## src/rtl/cla28_share_arb_if.sv

```systemverilog
// Requester handshakes and the result stage of the shared 28-bit adder arbiter.
// The slave modport is the arbiter's view; the master modport is the requester/consumer side.
interface cla28_share_arb_if;
  logic        i_req0_valid;
  logic        o_req0_ready;
  logic [27:0] i_req0_a;
  logic [27:0] i_req0_b;
  logic        i_req0_sub;
  logic        i_req1_valid;
  logic        o_req1_ready;
  logic [27:0] i_req1_a;
  logic [27:0] i_req1_b;
  logic        i_req1_sub;
  logic        o_valid;
  logic        i_ready;
  logic [27:0] o_sum;
  logic        o_carry;
  logic        o_id;

  modport slave (
    input  i_req0_valid, i_req0_a, i_req0_b, i_req0_sub,
    input  i_req1_valid, i_req1_a, i_req1_b, i_req1_sub,
    input  i_ready,
    output o_req0_ready, o_req1_ready,
    output o_valid, o_sum, o_carry, o_id
  );

  modport master (
    output i_req0_valid, i_req0_a, i_req0_b, i_req0_sub,
    output i_req1_valid, i_req1_a, i_req1_b, i_req1_sub,
    output i_ready,
    input  o_req0_ready, o_req1_ready,
    input  o_valid, o_sum, o_carry, o_id
  );
endinterface

```

## src/rtl/cla28_share_arb.sv

```systemverilog
// Round-robin arbiter sharing one combinational 28-bit carry-lookahead adder between two
// add/sub requesters, with a single-entry registered result stage and per-requester grant counters.
module cla28_adder (
  input  logic [27:0] i_a,
  input  logic [27:0] i_b,
  input  logic        i_cin,
  output logic [27:0] o_sum,
  output logic        o_cout
);
  logic [27:0] w_g;
  logic [27:0] w_p;
  logic [27:0] w_c;
  logic [7:0]  w_gc;

  // Seven 4-bit lookahead groups; group carries chain through group generate/propagate.
  always_comb begin
    w_g  = i_a & i_b;
    w_p  = i_a ^ i_b;
    w_c  = '0;
    w_gc = '0;
    w_gc[0] = i_cin;
    for (int k = 0; k < 7; k++) begin
      w_c[4*k]   = w_gc[k];
      w_c[4*k+1] = w_g[4*k] | (w_p[4*k] & w_gc[k]);
      w_c[4*k+2] = w_g[4*k+1] | (w_p[4*k+1] & w_g[4*k])
                 | (w_p[4*k+1] & w_p[4*k] & w_gc[k]);
      w_c[4*k+3] = w_g[4*k+2] | (w_p[4*k+2] & w_g[4*k+1])
                 | (w_p[4*k+2] & w_p[4*k+1] & w_g[4*k])
                 | (w_p[4*k+2] & w_p[4*k+1] & w_p[4*k] & w_gc[k]);
      w_gc[k+1]  = w_g[4*k+3] | (w_p[4*k+3] & w_g[4*k+2])
                 | (w_p[4*k+3] & w_p[4*k+2] & w_g[4*k+1])
                 | (w_p[4*k+3] & w_p[4*k+2] & w_p[4*k+1] & w_g[4*k])
                 | (w_p[4*k+3] & w_p[4*k+2] & w_p[4*k+1] & w_p[4*k] & w_gc[k]);
    end
    o_sum  = w_p ^ w_c;
    o_cout = w_gc[7];
  end
endmodule

module cla28_share_arb #(
  parameter int CNT_W = 16
) (
  input  logic             i_clk,
  input  logic             i_rst,
  cla28_share_arb_if.slave bus,
  output logic [CNT_W-1:0] o_cnt0,
  output logic [CNT_W-1:0] o_cnt1
);
  localparam int DATA_W = 28;

  logic              r_valid_p1;
  logic [DATA_W-1:0] r_sum_p1;
  logic              r_carry_p1;
  logic              r_id_p1;
  logic              r_last;
  logic [CNT_W-1:0]  r_cnt0;
  logic [CNT_W-1:0]  r_cnt1;

  logic              w_load_ok;
  logic              w_gnt0;
  logic              w_gnt1;
  logic              w_acc0;
  logic              w_acc1;
  logic              w_acc;
  logic [DATA_W-1:0] w_a_p0;
  logic [DATA_W-1:0] w_b_p0;
  logic              w_sub_p0;
  logic [DATA_W-1:0] w_sum_p0;
  logic              w_carry_p0;

  // Stage p0: grant, operand select and the shared adder.
  assign w_load_ok = ~r_valid_p1 | bus.i_ready;
  assign w_gnt0    = bus.i_req0_valid & (~bus.i_req1_valid | r_last);
  assign w_gnt1    = bus.i_req1_valid & (~bus.i_req0_valid | ~r_last);
  assign w_acc0    = bus.i_req0_valid & w_gnt0 & w_load_ok;
  assign w_acc1    = bus.i_req1_valid & w_gnt1 & w_load_ok;
  assign w_acc     = w_acc0 | w_acc1;

  assign w_a_p0    = w_gnt1 ? bus.i_req1_a   : bus.i_req0_a;
  assign w_sub_p0  = w_gnt1 ? bus.i_req1_sub : bus.i_req0_sub;
  assign w_b_p0    = (w_gnt1 ? bus.i_req1_b : bus.i_req0_b) ^ {DATA_W{w_sub_p0}};

  cla28_adder u_cla (
    .i_a    (w_a_p0),
    .i_b    (w_b_p0),
    .i_cin  (w_sub_p0),
    .o_sum  (w_sum_p0),
    .o_cout (w_carry_p0)
  );

  // Stage p1: single-entry result register; a drain and a load may share one edge.
  always_ff @(posedge i_clk or posedge i_rst) begin
    if (i_rst) begin
      r_valid_p1 <= 1'b0;
      r_sum_p1   <= '0;
      r_carry_p1 <= 1'b0;
      r_id_p1    <= 1'b0;
      r_last     <= 1'b1;
      r_cnt0     <= '0;
      r_cnt1     <= '0;
    end else begin
      r_valid_p1 <= w_acc | (r_valid_p1 & ~bus.i_ready);
      if (w_acc) begin
        r_sum_p1   <= w_sum_p0;
        r_carry_p1 <= w_carry_p0;
        r_id_p1    <= w_acc1;
        r_last     <= w_acc1;
      end
      if (w_acc0) r_cnt0 <= r_cnt0 + CNT_W'(1);
      if (w_acc1) r_cnt1 <= r_cnt1 + CNT_W'(1);
    end
  end

  assign bus.o_req0_ready = w_gnt0 & w_load_ok;
  assign bus.o_req1_ready = w_gnt1 & w_load_ok;
  assign bus.o_valid      = r_valid_p1;
  assign bus.o_sum        = r_sum_p1;
  assign bus.o_carry      = r_carry_p1;
  assign bus.o_id         = r_id_p1;
  assign o_cnt0           = r_cnt0;
  assign o_cnt1           = r_cnt1;
endmodule

```

## src/flat_wrapper.sv

```systemverilog
// flat-port wrapper written by rule: the top's interface ports become plain ports
module cla28_share_arb_flat 
#(
  parameter int CNT_W = 16
)
  (i_clk, i_rst, o_cnt0, o_cnt1, bus_i_req0_valid, bus_i_req0_a, bus_i_req0_b, bus_i_req0_sub, bus_i_req1_valid, bus_i_req1_a, bus_i_req1_b, bus_i_req1_sub, bus_i_ready, bus_o_req0_ready, bus_o_req1_ready, bus_o_valid, bus_o_sum, bus_o_carry, bus_o_id);
  cla28_share_arb_if bus_i ();
  input  logic i_clk;
  input  logic i_rst;
  output logic [CNT_W-1:0] o_cnt0;
  output logic [CNT_W-1:0] o_cnt1;
  input wire logic [$bits(bus_i.i_req0_valid)-1:0] bus_i_req0_valid;
  input wire logic [$bits(bus_i.i_req0_a)-1:0] bus_i_req0_a;
  input wire logic [$bits(bus_i.i_req0_b)-1:0] bus_i_req0_b;
  input wire logic [$bits(bus_i.i_req0_sub)-1:0] bus_i_req0_sub;
  input wire logic [$bits(bus_i.i_req1_valid)-1:0] bus_i_req1_valid;
  input wire logic [$bits(bus_i.i_req1_a)-1:0] bus_i_req1_a;
  input wire logic [$bits(bus_i.i_req1_b)-1:0] bus_i_req1_b;
  input wire logic [$bits(bus_i.i_req1_sub)-1:0] bus_i_req1_sub;
  input wire logic [$bits(bus_i.i_ready)-1:0] bus_i_ready;
  output wire logic [$bits(bus_i.o_req0_ready)-1:0] bus_o_req0_ready;
  output wire logic [$bits(bus_i.o_req1_ready)-1:0] bus_o_req1_ready;
  output wire logic [$bits(bus_i.o_valid)-1:0] bus_o_valid;
  output wire logic [$bits(bus_i.o_sum)-1:0] bus_o_sum;
  output wire logic [$bits(bus_i.o_carry)-1:0] bus_o_carry;
  output wire logic [$bits(bus_i.o_id)-1:0] bus_o_id;
  assign bus_i.i_req0_valid = bus_i_req0_valid;
  assign bus_i.i_req0_a = bus_i_req0_a;
  assign bus_i.i_req0_b = bus_i_req0_b;
  assign bus_i.i_req0_sub = bus_i_req0_sub;
  assign bus_i.i_req1_valid = bus_i_req1_valid;
  assign bus_i.i_req1_a = bus_i_req1_a;
  assign bus_i.i_req1_b = bus_i_req1_b;
  assign bus_i.i_req1_sub = bus_i_req1_sub;
  assign bus_i.i_ready = bus_i_ready;
  assign bus_o_req0_ready = bus_i.o_req0_ready;
  assign bus_o_req1_ready = bus_i.o_req1_ready;
  assign bus_o_valid = bus_i.o_valid;
  assign bus_o_sum = bus_i.o_sum;
  assign bus_o_carry = bus_i.o_carry;
  assign bus_o_id = bus_i.o_id;
  cla28_share_arb #(.CNT_W(CNT_W)) u_core (.i_clk(i_clk), .i_rst(i_rst), .bus(bus_i), .o_cnt0(o_cnt0), .o_cnt1(o_cnt1));
endmodule
```

## config.mk

```make
export PLATFORM = sky130hd
export DESIGN_NAME = cla28_share_arb_flat
export DESIGN_NICKNAME = d
export VERILOG_FILES = /design/src/rtl/cla28_share_arb_if.sv /design/src/rtl/cla28_share_arb.sv /design/src/flat_wrapper.sv
export SDC_FILE = /design/constraint.sdc
export NUM_CORES = 1
export LEC_CHECK = 0
export BUFFER_PORTS_ARGS = -buffer_cell sky130_fd_sc_hd__buf_2
export CORE_ASPECT_RATIO = 1.2
export CORE_UTILIZATION = 55
export CTS_BUF_LIST = sky130_fd_sc_hd__clkbuf_8
export DETAILED_ROUTE_END_ITERATION = 8
export PLACE_DENSITY = 0.95
export SLEW_MARGIN = 20
export SYNTH_ARGS = -nofsm -noshare
export SYNTH_HDL_FRONTEND = slang
export SYNTH_SLANG_ARGS = --single-unit
```

## constraint.sdc

```tcl
create_clock -name i_clk -period 5.7 [get_ports i_clk]
set_input_delay 0.855 -clock i_clk [delete_from_list [all_inputs] [get_ports i_clk]]
set_output_delay 0.855 -clock i_clk [all_outputs]
set_load 0.01 [all_outputs]
```

; ---- Word-level counts from Yosys, hierarchy flattened
; Index checks and enable logic that the tools add are counted.
; Widths: inputs -> output; s select.
[word_totals]
reg_bits = 64
inputBits = 119
elab_cells = 217
[classes]
n_addsub = 2
n_mux = 3
bitwise = 205
[ops]
columns = op, count
row1 = $and 1x1->1, 121
row2 = $xor 28x28->28, 3
row3 = $or 1x1->1, 75
row4 = $mux 28, 2
row5 = $add 16x1->16 const B, 2
row6 = $and 28x28->28, 1
row7 = $not 1->1, 5
row8 = $mux 1, 1

; ---- Longest topological paths before layout
; Gate-level depths: netlist (run 1).
[depth]
word_depth = 24
mapped_depth = 15
ltp_nobuf = 13

; ---- Cells and area by module
; A second synthesis (run 1) with hierarchy kept.
[hier_totals]
hier_cells = 433
area_unflattened_um2 = 4774.6
[by_module_without_submodules]
columns = module, n_inst, cells_each, area_per_inst_um2
row1 = cla28_share_arb, 1, 296, 3573.4
row2 = cla28_adder, 1, 137, 1201.2

; ---- Worst setup path before layout (run 1)
; No wires, ideal clock.
[synth_timing]
path_kind = in2reg
start = in bus_i_req1_valid
end = reg u_core.r_sum_p1[25], in the netlist u_core.bus.o_sum[25]
t_arrival_ps = 4229
required_ps = 5623
setup_slack_ps = 1393
path_stages = 13
n_path_buf = 2
path_cell_list = a21boi_4 buf_1 buf_1 mux2_2 ha_1 nand4_1 o32a_1 a21o_4 a21oi_1 a31oi_1 fa_1 xor2_1 a21oi_1
[synth_via]
elab_chain_len = 22
word_cells_on_any_way = 84
classes_between = mux: 3 / bitwise: 81
[synth_rtl]
columns = element, line
row1 = start: declaration, flat_wrapper.sv:16  ; input wire logic [$bits(bus_i.i_req1_valid)-1:0] bus_i_req1_valid;
row2 = $and 1x1->1, cla28_share_arb.sv:74  ; assign w_gnt1 = bus.i_req1_valid & (~bus.i_req0_valid | ~r_last);
row3 = $mux 28 or $mux 1 (tied branches), "cla28_share_arb.sv:81, cla28_share_arb.sv:80"
row4 = $xor 28x28->28, cla28_share_arb.sv:81  ; assign w_b_p0 = (w_gnt1 ? bus.i_req1_b : bus.i_req0_b) ^ {DATA_W{w_sub_p0}};
row5 = $xor 28x28->28 or $and 28x28->28 (tied branches), "cla28_share_arb.sv:18, cla28_share_arb.sv:17"
row6 = $and 1x1->1 (on tied branches), n/a
row7 = $or 1x1->1 (tied with other cells), cla28_share_arb.sv:30  ; w_gc[k+1] = w_g[4*k+3] | (w_p[4*k+3] & w_g[4*k+2])
row8 = $or 1x1->1 (tied with other cells), cla28_share_arb.sv:31  ; | (w_p[4*k+3] & w_p[4*k+2] & w_g[4*k+1])
row9 = $or 1x1->1 or $and 1x1->1 (tied branches), "cla28_share_arb.sv:32, cla28_share_arb.sv:33"
row10 = [... 6 more ...], n/a
row11 = $or 1x1->1, cla28_share_arb.sv:33  ; | (w_p[4*k+3] & w_p[4*k+2] & w_p[4*k+1] & w_p[4*k] & w_gc[k]);
row12 = $and 1x1->1, cla28_share_arb.sv:33
row13 = $or 1x1->1, cla28_share_arb.sv:33
row14 = $and 1x1->1, cla28_share_arb.sv:33
row15 = $or 1x1->1, cla28_share_arb.sv:33
row16 = $and 1x1->1, cla28_share_arb.sv:24  ; w_c[4*k+1] = w_g[4*k] | (w_p[4*k] & w_gc[k]);
row17 = $or 1x1->1, cla28_share_arb.sv:24
row18 = $xor 28x28->28, cla28_share_arb.sv:35  ; o_sum = w_p ^ w_c;
row19 = end signal: assignment, cla28_share_arb.sv:104  ; r_sum_p1 <= w_sum_p0;
row20 = end: declaration, cla28_share_arb.sv:52  ; logic [DATA_W-1:0] r_sum_p1;
; Parallel ways exist; a longest one is shown, timed or not.
; A chain may end at the register's enable or synchronous reset.

; ---- Worst setup path after layout (run 1)
[layout_timing]
start = in bus_i_req1_valid
end = reg u_core.r_sum_p1[24], in the netlist u_core.bus.o_sum[24]
[layout_via]
elab_chain_len = 20
word_cells_on_any_way = 82
classes_between = mux: 3 / bitwise: 79
[layout_rtl]
columns = element, line
row1 = $and 1x1->1, cla28_share_arb.sv:74
row2 = $mux 28 or $mux 1 (tied branches), "cla28_share_arb.sv:81, cla28_share_arb.sv:80"
row3 = $xor 28x28->28, cla28_share_arb.sv:81
row4 = $xor 28x28->28 or $and 28x28->28 (tied branches), "cla28_share_arb.sv:18, cla28_share_arb.sv:17"
row5 = $and 1x1->1 (on tied branches), n/a
row6 = $or 1x1->1 (tied with other cells), cla28_share_arb.sv:30
row7 = $or 1x1->1 (tied with other cells), cla28_share_arb.sv:31
row8 = $or 1x1->1 or $and 1x1->1 (tied branches), "cla28_share_arb.sv:32, cla28_share_arb.sv:33"
row9 = [... 4 more ...], n/a
row10 = $or 1x1->1, cla28_share_arb.sv:33
row11 = $and 1x1->1, cla28_share_arb.sv:33
row12 = $or 1x1->1, cla28_share_arb.sv:33
row13 = $and 1x1->1, cla28_share_arb.sv:33
row14 = $or 1x1->1, cla28_share_arb.sv:33
row15 = $and 1x1->1, cla28_share_arb.sv:33
row16 = $or 1x1->1, cla28_share_arb.sv:33
row17 = $xor 28x28->28, cla28_share_arb.sv:35
; Parallel ways exist; a longest one is shown, timed or not.

==> results.py, run 1 <==
metrics = {
    "synthesis": {
        "synthFlopType": "dfrtp_1",
        "synth_edf_count": 0,
        "synth_cells": 485,
        "syn-cell-area_um2": 4700,
        "synth_nets": 640,
        "yosys-top-cells-area": "dfrtp_1, xnor2_1, ha_1",
        "ys_warn_count": 0,
        "synth.distinct_cells": 49,
        "yosys.area.top_type": "dfrtp_1",
        "syn_avg_cell_area_um2": 9.70,
        "netlist.area_leader.share_pct": 33.5,
        "async_flop_share_pct": 100,
        "ys_seq_elements": 64,
        "seq_area_frac_synth_pct": 34.1,
    },
    "clocking": {
        "cts_buffers": 9,
        "clk_latency_ps": 350,
        "cts.repair.resized": 0,
        "htreeDepth": 3,
        "cts.clk_slew.worst_paths_ps": 80,
        "cts_sinks": 64,
        "clk_path_buf_depth": 2,
        "cts_tree": "built",
        "root_buffer": "clkbuf_8",
        "ctsHoldBuffers": 0,
        "post_cts_buffers": 0,
    },
    "floorplan": {
        "dieArea_um2": 8930,
        "die_h_um": 103,
        "core_area_um2": 8200,
        "die_x_um": 86.4,
        "initial_core_util_pct": 57.4,
        "rows": 36,
        "ios": 184,
    },
    "worst_hold_path": {
        "hp-class": "register to register",
        "hold_start": "u_core.o_cnt0[15]",
    },
    "setup_path": {
        "path_max_fanout": 58,
        "path_common_cell": "a21oi_1",
        "slowest_stage": "buf_4",
        "setup.worst_path.class": "input pin to register",
        "max_stage_delay_ps": 660,
        "cp.required_ps": 5970,
        "cp-start-kind": "input pin",
        "cp-end-kind": "register",
        "startpoint": "bus_i_req1_valid",
        "crit_chain": "buf_2, a21boi_4, buf_4, mux2_2, ha_1, a21oi_1, o21ai_0, a31oi_1, and2_1, a21oi_1, a31oi_1, fa_1, a21oi_1",
        "cp.arrival_ps": 4650,
        "r2r-start": "u_core.r_last",
    },
    "power": {
        "p_sw_mw": 0.920,
        "powerDensity_nw_per_um2": 368,
        "clock_power_share_pct": 16.4,
        "p_int_mw": 1.25,
        "peakVddDrop_v": 0.000153,
        "leakage_nw": 2.96,
        "pwr-share-seq_pct": 33.2,
        "comb_power_share_pct": 50.4,
        "p_sw_share_pct": 42.3,
    },
    "route": {
        "wl_met2_um": 6600,
        "avgViaCountPerCell": 5.69,
        "wl_met3_um": 875,
        "drt-met1-wl_um": 4690,
        "vias": 4464,
        "wl_per_cell_um": 16.0,
        "top_layer_used": "met4",
        "drt_wl_total_um": 12600,
        "drt-initial-drc-count": 287,
        "ant_nets": 0,
        "drc": 0,
        "first_pass_iters": 7,
    },
    "global_route": {
        "antenna_found_initial": 0,
        "grtUsageTotal_pct": 29.4,
        "grt_overflow_total": 0,
        "grt_max_degree": 65,
        "grt_pass1_vias": 4603,
        "grt_pass1_wl_um": 20400,
    },
    "timing": {
        "clock.fmax_mhz": 228,
        "relSlewSlack_pct": 44.2,
        "hold_violations": 0,
        "fin_skew_ps": 8.11,
        "slew_viol_final": 0,
        "min_period_ps": 4380,
        "setup_viol": 0,
        "rsz0062_at_grt": "false",
        "worst_pin_slew_ps": 836,
        "fin_crit_sh_pct": 76.8,
        "tns_ps": 0,
    },
    "final_layout": {
        "final_common_cell": "buf_2",
        "final_nets": 821,
        "layout-drive-gt1-share_pct": 35.5,
        "n_antenna_cell": 0,
        "synthToLayoutAreaGrowth_pct": 25.5,
        "design_area_um2": 5900,
        "mostFrequentLayoutCells": "buf_2, dfrtp_1, xnor2_1",
    },
    "placed_design": {
        "hpwlAfterDp_um": 9760,
        "globalplace.congestion": 0.934,
        "port_buffers": 183,
        "placed_cell_area_um2": 5730,
    },
    "outcome": {
        "status": "completed",
    },
    "run": {
        "cap_violations": 0,
    },
}
sequential cells by signal (all words and copies together) (netlist names):
register,count
u_core.bus.o_sum,28
u_core.o_cnt0,16
u_core.o_cnt1,16
u_core.bus.o_carry,1
u_core.bus.o_id,1
u_core.bus.o_valid,1
u_core.r_last,1
cell families after synthesis:
logic type	after synthesis	share of synthesized area, %
AND/OR/NAND/NOR	124	12.4
AO/OA/AOI/OAI	87	12.8
XOR/XNOR	70	13.0
flip-flops	64	34.1
multiplexers	61	13.7
buffers and inverters	43	3.56
adder cells (fa/ha/maj)	36	10.5
worst max-delay path, delay by kind of cell:
family	cells	cell delay (ps)
compound gates	7	1480
fa+ha+maj	2	820
buf+inv	2	760
mux	1	420
simple gates	1	270
power groups by stage:
stage	clock (mW)	sequential [mW]	combinational, mW
6_report	0.357	0.723	1.09
5_1_grt	0.378	0.738	1.21
4_1_cts	0.361	0.718	1.09
3_5_place_dp	0	0.725	1.08
3_3_place_gp	0	0.717	1.02
2_1_floorplan	0	0.782	0.657
final timing paths:
| kind | depth (start not counted) | slack (ps) | endpoint |
|---|---|---|---|
| min reg2reg | 1 | 480 | u_core.o_cnt0[15] |
| max reg2reg | 13 | 1510 | u_core.bus.o_sum[24] |
| max | 13 | 1320 | u_core.bus.o_sum[24] |
| min in group asynchronous | 3 | 740 | u_core.o_cnt1[2] |
| min | 1 | 480 | u_core.o_cnt0[15] |
| max in group asynchronous | 3 | 4420 | u_core.o_cnt1[7] |
routing by layer:
layer  GRT usage, %  up-vias
met4           16.5        0
met1           32.3     2091
li1               -     2067
met3           6.35       47
met2           52.9      259
met5              0        -
metrics by stage:
step	utilization [%]	total power, mW	setup slack, ps	hold slack, ps	std cells
floorplan	-	1.44	1390	507	485
finish	72.0	2.17	1320	478	785
detailed placement	69.9	1.81	1040	471	769
global placement	69.9	1.74	1250	455	769
CTS	72.0	2.17	1430	487	785
global route	72.0	2.33	997	493	785
cell type report:
cell class | count | area, um2
Clock buffer | 10 | 138
Clock inverter | 6 | 36.3
Fill cell | 595 | 2300
Inverter | 26 | 97.6
Multi-Input combinational cell | 378 | 2940
Sequential cell | 64 | 1600
Tap cell | 114 | 143
Timing Repair Buffer | 187 | 946
cells in the mapped netlist, drive strengths merged, types with 2 or more instances:
cell	instances
o21a	4
a31oi	4
xnor2	55
o21bai	2
clkbuf	9
dfrtp	63
mux2	26
nand3	15
nand2	29
a21boi	2
o31ai	5
and3	6
nand2b	3
nor2	40
a21oi	36
inv	26
fa	6
ha	30
a211oi	5
nand4	10
and2	3
mux2i	35
o21ai	8
o31a	3
a311oi	2
buf	8
nor3	9
xor2	15
nor4	3
a21o	11
Power figures use the tool's default switching activity.
==> run 2, diff against run 1 <==
--- a/config.mk
+++ b/config.mk
@@ -5,12 +5,13 @@
 export SDC_FILE = /design/constraint.sdc
 export NUM_CORES = 1
 export LEC_CHECK = 0
+export ABC_AREA = 1
 export BUFFER_PORTS_ARGS = -buffer_cell sky130_fd_sc_hd__buf_2
 export CORE_ASPECT_RATIO = 1.2
-export CORE_UTILIZATION = 55
+export CORE_UTILIZATION = 46
 export CTS_BUF_LIST = sky130_fd_sc_hd__clkbuf_8
 export DETAILED_ROUTE_END_ITERATION = 8
-export PLACE_DENSITY = 0.95
+export PLACE_DENSITY = 0.89
 export SLEW_MARGIN = 20
 export SYNTH_ARGS = -nofsm -noshare
 export SYNTH_HDL_FRONTEND = slang
==> constraint.sdc (replaced) <==
create_clock -name i_clk -period 3.85 [get_ports i_clk]
set_input_delay 0.5775 -clock i_clk [delete_from_list [all_inputs] [get_ports i_clk]]
set_output_delay 0.5775 -clock i_clk [all_outputs]
set_load 0.01 [all_outputs]
==> run 2 against run 1 <==
  * Global-route usage fell by 7.8 points
  * Cell area rose by 5.1%
  * Non-clock buffer count rose by 18
  * Critical endpoint is now u_core.bus.o_sum[25]
  * Sequential share of layout area fell by 1.3 points
  * Largest power group unchanged
  * Worst setup slack got worse by 1100 ps
  * Combinational power rose by 47%
  * Clock power rose by 80%
  * Cell count rose by 12%
  * Synthesized area fell by 0.11%
  * Sequential cell count did not move
==> results.py, run 2 <==
metrics = {
    "synthesis": {
        "synth_nets": 701,
        "netlist.area_leader.share_pct": 33.5,
        "seq_area_frac_synth_pct": 34.1,
        "yosys-top-cells-area": "dfrtp_1, xor2_1, nand2_1",
        "synthFlopType": "dfrtp_1",
        "synth_edf_count": 0,
        "yosysMostFrequentCell": "nand2_1",
        "syn_avg_cell_area_um2": 8.61,
        "yosys.area.top_type": "dfrtp_1",
        "syn-cell-area_um2": 4700,
        "netlist_top_cells_count": "nand2_1, dfrtp_1, inv_1",
        "synth_cells": 546,
        "async_flop_share_pct": 100,
        "synth.distinct_cells": 34,
        "ys_warn_count": 0,
        "ys_seq_elements": 64,
    },
    "clocking": {
        "cts_tree": "built",
        "cts.clk_slew.worst_paths_ps": 70,
        "root_buffer": "clkbuf_8",
        "cts_buffers": 9,
        "cts_sinks": 64,
        "ctsHoldBuffers": 0,
        "clk_path_buf_depth": 2,
        "clk_latency_ps": 340,
        "htreeDepth": 3,
    },
    "setup_path": {
        "r2r_end": "u_core.bus.o_sum[25]",
        "cp.required_ps": 4110,
        "cp-start-kind": "register",
        "reg2reg_depth": 24,
        "r2r_slack_ps": 230,
        "cp-end-kind": "register",
        "path_max_fanout": 10,
        "startpoint": "u_core.r_last",
        "r2r-start": "u_core.r_last",
        "cp.arrival_ps": 3880,
        "setup.worst_path.class": "register to register",
    },
    "global_route": {
        "busiest_layer": "met2",
        "grt_use_met3_pct": 4.70,
        "grt_overflow_total": 0,
        "met1_usage_pct": 25.0,
        "grt_util_met2_pct": 39.4,
        "grt_pass1_wl_um": 18000,
        "antenna_found_initial": 0,
        "grt_pass1_vias": 4083,
        "grt_max_degree": 45,
        "grtUsageTotal_pct": 21.6,
    },
    "placed_design": {
        "globalplace.congestion": 0.826,
        "port_buffers": 183,
        "dpl_worst_slack_ps": -30.5,
        "hpwlAfterDp_um": 9230,
    },
    "final_layout": {
        "n_antenna_cell": 0,
        "mostFrequentLayoutCells": "buf_2, nand2_1, dfrtp_1",
        "final_nets": 902,
        "layout-drive-gt1-share_pct": 35.5,
        "synthToLayoutAreaGrowth_pct": 32.0,
        "largest_register_ffs": 28,
        "final_common_cell": "buf_2",
    },
    "route": {
        "drt-initial-drc-count": 143,
        "vias": 4341,
        "avgViaCountPerCell": 4.94,
        "first_pass_iters": 6,
        "wl_per_cell_um": 13.5,
        "drt_wl_total_um": 11800,
        "ant_nets": 0,
        "drc": 0,
    },
    "power": {
        "leakage_nw": 3.47,
        "pwr-share-seq_pct": 32.0,
        "p_int_mw": 1.98,
        "clock_power_share_pct": 19.4,
        "power.total_mw": 3.30,
        "p_sw_share_pct": 40.1,
        "p_sw_mw": 1.32,
        "peakVddDrop_v": 0.000204,
        "comb_power_share_pct": 48.5,
        "powerDensity_nw_per_um2": 532,
    },
    "floorplan": {
        "die_x_um": 94.3,
        "rows": 40,
        "ios": 184,
        "core_area_um2": 9960,
        "dieArea_um2": 10600,
        "die_h_um": 113,
        "initial_core_util_pct": 47.2,
    },
    "timing": {
        "rsz0062_at_grt": "false",
        "hold_violations": 0,
        "setup_viol": 0,
        "worst_hold_slack_ps": 427,
        "fin_skew_ps": 4.80,
        "relSlewSlack_pct": 40.2,
        "clock.fmax_mhz": 277,
        "min_period_ps": 3620,
        "worst_pin_slew_ps": 896,
        "slew_viol_final": 0,
        "fin_crit_sh_pct": 93.9,
        "setup_ws_ps": 234,
    },
    "outcome": {
        "status": "completed",
    },
    "run": {
        "cap_violations": 0,
    },
    "worst_hold_path": {
        "hp-class": "input pin to async pin",
    },
}
run 2: changes by cell type after synthesis, sizes merged, moves of 5 or more:
| cell | previous run | this run |
|---|---|---|
| nand2 | 29 | 114 |
| xnor2 | 55 | 15 |
| xor2 | 15 | 53 |
| inv | 26 | 62 |
| o21ai | 8 | 40 |
| a21oi | 36 | 11 |
| a21o | 11 | 0 |
| nand3 | 15 | 26 |
| mux2i | 35 | 27 |
| and3 | 6 | 0 |
| nand4 | 10 | 5 |
| o31ai | 5 | 0 |
run 2: repair_timing:
action,4_1_cts,5_1_grt
setup buffers,0,4
resized for setup,0,11
endpoints found under the setup margin,0,5
run 2: worst max-delay path by stage:
stage / to / slack, ps / depth (start not counted)
5_1_grt: u_core.bus.o_sum[25] / 4 / 24
2_1_floorplan: u_core.bus.o_sum[25] / 180 / 24
4_1_cts: u_core.bus.o_sum[25] / 90 / 24
3_3_place_gp: u_core.bus.o_sum[25] / 70 / 25
3_5_place_dp: u_core.bus.o_sum[25] / -30 / 25
6_report: u_core.bus.o_sum[25] / 230 / 24
run 2: final cells by class:
type	count	area, um2
fill	866	3760
multi-input combinational	405	2840
sequential	64	1600
timing repair buffer	205	1160
inverter	62	235
tap	126	158
clock buffer	10	138
clock inverter	6	76.3
run 2: layer usage:
layer | up-vias | share of wire [%]
met5 | - | 0
met4 | 0 | 1.3
met3 | 15 | 5.6
met2 | 149 | 53
met1 | 2013 | 40
li1 | 2164 | -
run 2: logic make-up (layout without fill, tap and decap cells):
logic type | Yosys count | in the layout | synth area share, %
fa+ha+maj | 36 | 36 | 10.5
mux | 49 | 49 | 11.0
flops | 64 | 64 | 34.1
buf+inv | 77 | 283 | 6.47
simple gates | 197 | 197 | 19.1
compound gates | 55 | 55 | 6.04
xor+xnor | 68 | 68 | 12.7
run 2: through the flow:
step	cells	utilization (%)	cell area (um2)	TNS, ps
after floorplan	546	-	4700	0
after global placement	856	58.8	5860	0
after detailed placement	856	58.8	5860	-55.5
after CTS	872	61.0	6070	0
after global routing	878	62.3	6200	0
final	878	62.3	6200	0
run 2: critical path: stages, from the launching register on:
cell	delay, ps
dfstp_2	560
nand2_2	80
nand2_4	130
buf_16	160
mux2i_4	240
xor2_1	100
ha_1	340
nand3_1	120
nor2_1	100
nand3_1	70
nand2_1	110
nand2_1	70
nand2_1	100
nand2_1	60
nand2_1	80
nand2_1	50
nand2_1	100
nand2_1	80
nand2_2	90
nand2_1	50
nand2_1	80
inv_1	70
fa_1	380
xor2_1	150
o21ai_1	160
run 2: power by group through the flow:
stage | Clock [mW] | Sequential (mW) | Combinational [mW]
4_1_cts | 0.650 | 1.06 | 1.56
6_report | 0.641 | 1.06 | 1.60
2_1_floorplan | 0 | 1.15 | 0.908
3_5_place_dp | 0 | 1.06 | 1.56
3_3_place_gp | 0 | 1.06 | 1.51
5_1_grt | 0.681 | 1.09 | 1.80
==> run 3, diff against run 2 <==
--- a/config.mk
+++ b/config.mk
@@ -8,10 +8,10 @@
 export ABC_AREA = 1
 export BUFFER_PORTS_ARGS = -buffer_cell sky130_fd_sc_hd__buf_2
 export CORE_ASPECT_RATIO = 1.2
-export CORE_UTILIZATION = 46
+export CORE_UTILIZATION = 51
 export CTS_BUF_LIST = sky130_fd_sc_hd__clkbuf_8
 export DETAILED_ROUTE_END_ITERATION = 8
-export PLACE_DENSITY = 0.89
+export PLACE_DENSITY = 0.93
 export SLEW_MARGIN = 20
 export SYNTH_ARGS = -nofsm -noshare
 export SYNTH_HDL_FRONTEND = slang
==> constraint.sdc (replaced) <==
create_clock -name i_clk -period 3.8 [get_ports i_clk]
set_input_delay 0.57 -clock i_clk [delete_from_list [all_inputs] [get_ports i_clk]]
set_output_delay 0.57 -clock i_clk [all_outputs]
set_load 0.01 [all_outputs]
==> run 3 against run 2 <==
  * Combinational power increased by 4%
  * Cell area increased by 0.67%
  * Worst hold slack improved by 7.6 ps
  * Global-route usage increased by 4.2 points
  * Die area decreased by 9.6%
  * Sequential share of layout area decreased by 0.17 points
  * Clock skew decreased by 1.7 ps
  * Non-clock buffer count increased by 10
  * First-iteration DRC count increased by 21%
  * Sequential power about the same
  * Routed wire length increased by 4.1%
  * Utilization increased by 7.2 points
  * Critical path type unchanged
  * Largest cell class unchanged
  * Highest routed layer unchanged
==> results.py, run 3 (synthesis gave the netlist of run 2 again) <==
metrics = {
    "outcome": {
        "status": "completed",
    },
    "route": {
        "ant_nets": 0,
        "drt_wl_total_um": 12300,
        "vias": 4529,
        "drt-initial-drc-count": 173,
        "first_pass_iters": 4,
        "avgViaCountPerCell": 5.13,
        "wl_per_cell_um": 13.9,
        "drc": 0,
    },
    "power": {
        "p_int_mw": 1.97,
        "powerDensity_nw_per_um2": 536,
        "p_sw_share_pct": 41.1,
        "peakVddDrop_v": 0.000230,
        "comb_power_share_pct": 49.9,
        "p_sw_mw": 1.38,
        "clock_power_share_pct": 17.7,
        "leakage_nw": 3.49,
        "power.total_mw": 3.35,
        "pwr-share-seq_pct": 32.3,
    },
    "timing": {
        "fin_skew_ps": 3.10,
        "worst_pin_slew_ps": 938,
        "setup_viol": 0,
        "relSlewSlack_pct": 37.4,
        "min_period_ps": 3570,
        "fin_crit_sh_pct": 93.9,
        "hold_violations": 0,
        "slew_viol_final": 0,
        "clock.fmax_mhz": 280,
    },
    "final_layout": {
        "layout-drive-gt1-share_pct": 37.1,
        "final_common_cell": "buf_2",
        "final_nets": 912,
        "final_cells": 882,
        "num-fill-cells": 690,
        "synthToLayoutAreaGrowth_pct": 32.9,
        "n_antenna_cell": 0,
        "mostFrequentLayoutCells": "buf_2, nand2_1, dfrtp_1",
        "largest_register_ffs": 28,
    },
    "setup_path": {
        "r2r_slack_ps": 230,
        "startpoint": "u_core.r_last",
        "critical_path.top_delay_family": "simple AND/OR/NAND/NOR gates",
        "cp-start-kind": "register",
        "path_max_fanout": 11,
        "r2r_end": "u_core.bus.o_sum[25]",
        "path_common_cell": "nand2_1",
        "cp.arrival_ps": 3830,
        "setup.worst_path.class": "register to register",
        "max_stage_delay_ps": 560,
        "cp.required_ps": 4060,
        "cp_num_cells": 25,
        "r2r-start": "u_core.r_last",
        "slowest_stage": "dfstp_2",
        "path_buf_inv": 3,
        "cp-end-kind": "register",
        "reg2reg_depth": 25,
    },
    "floorplan": {
        "die_x_um": 89.6,
        "initial_core_util_pct": 52.3,
        "ios": 184,
        "die_h_um": 107,
        "rows": 38,
        "core_area_um2": 8990,
        "dieArea_um2": 9600,
    },
    "clocking": {
        "ctsHoldBuffers": 0,
        "cts_tree": "built",
        "cts_buffers": 9,
        "clk_path_buf_depth": 2,
        "cts.clk_slew.worst_paths_ps": 70,
        "root_buffer": "clkbuf_8",
        "clk_latency_ps": 350,
        "cts_sinks": 64,
        "htreeDepth": 3,
    },
    "placed_design": {
        "port_buffers": 183,
        "dp_cells": 858,
        "globalplace.congestion": 0.847,
        "hpwlAfterDp_um": 9780,
    },
    "global_route": {
        "grt_pass1_wl_um": 18900,
        "grt_overflow_total": 0,
        "antenna_found_initial": 0,
        "grtUsageTotal_pct": 25.8,
        "grt_pass1_vias": 4356,
        "grt_max_degree": 46,
    },
    "run": {
        "cap_violations": 0,
    },
    "worst_hold_path": {
        "hp-class": "input pin to async pin",
    },
}
==> run 3: layout make-up <==
type | instances | area [um2] | share of cell area [%]
multi-input cells | 405 | 2860 | 45.9
flip-flops and latches | 64 | 1600 | 25.7
inverters | 62 | 235 | 3.77
clock buffers | 10 | 138 | 2.20
well taps | 120 | 150 | 2.40
repair buffers | 215 | 1190 | 19.1
clock inverters | 6 | 60.1 | 0.962
==> run 3: how the worst max path moves through the flow <==
stage	slack [ps]	end
after floorplan	130	u_core.bus.o_sum[25]
after global placement	60	u_core.bus.o_sum[25]
after detailed placement	-20	u_core.bus.o_sum[25]
after CTS	100	u_core.bus.o_sum[25]
after global routing	-10	u_core.bus.o_sum[24]
final	230	u_core.bus.o_sum[25]
==> run 3: routing by layer <==
metal | routed length [um] | GRT usage, % | up-vias
met2 | 6310 | 47.2 | 190
li1 | - | - | 2187
met5 | 0 | 0 | -
met4 | 481 | 11.9 | 0
met1 | 4770 | 28.2 | 2107
met3 | 729 | 4.23 | 45
==> run 3: repair_timing <==
item | in CTS | in global routing
setup endpoints to repair | 0 | 6
resized for setup | 0 | 16
setup buffers | 0 | 7
==> run 3: power by group through the flow <==
| stage | clock [mW] | sequential, mW | combinational, mW |
|---|---|---|---|
| CTS | 0.603 | 1.08 | 1.61 |
| global route | 0.624 | 1.11 | 1.88 |
| detailed placement | 0 | 1.09 | 1.61 |
| global placement | 0 | 1.08 | 1.54 |
| floorplan | 0 | 1.17 | 0.920 |
| finish | 0.593 | 1.08 | 1.67 |
==> run 3: metrics by stage <==
stage	instance area (um2)	setup TNS [ps]	utilization, %	hold slack [ps]	worst slack [ps]
after global placement	5900	0	65.6	451	60.9
after detailed placement	5900	-17.9	65.6	461	-17.9
final	6240	0	69.5	435	233
after CTS	6090	0	67.8	459	96.4
after global routing	6240	-18.7	69.5	484	-10.8
after floorplan	4700	0	-	451	133
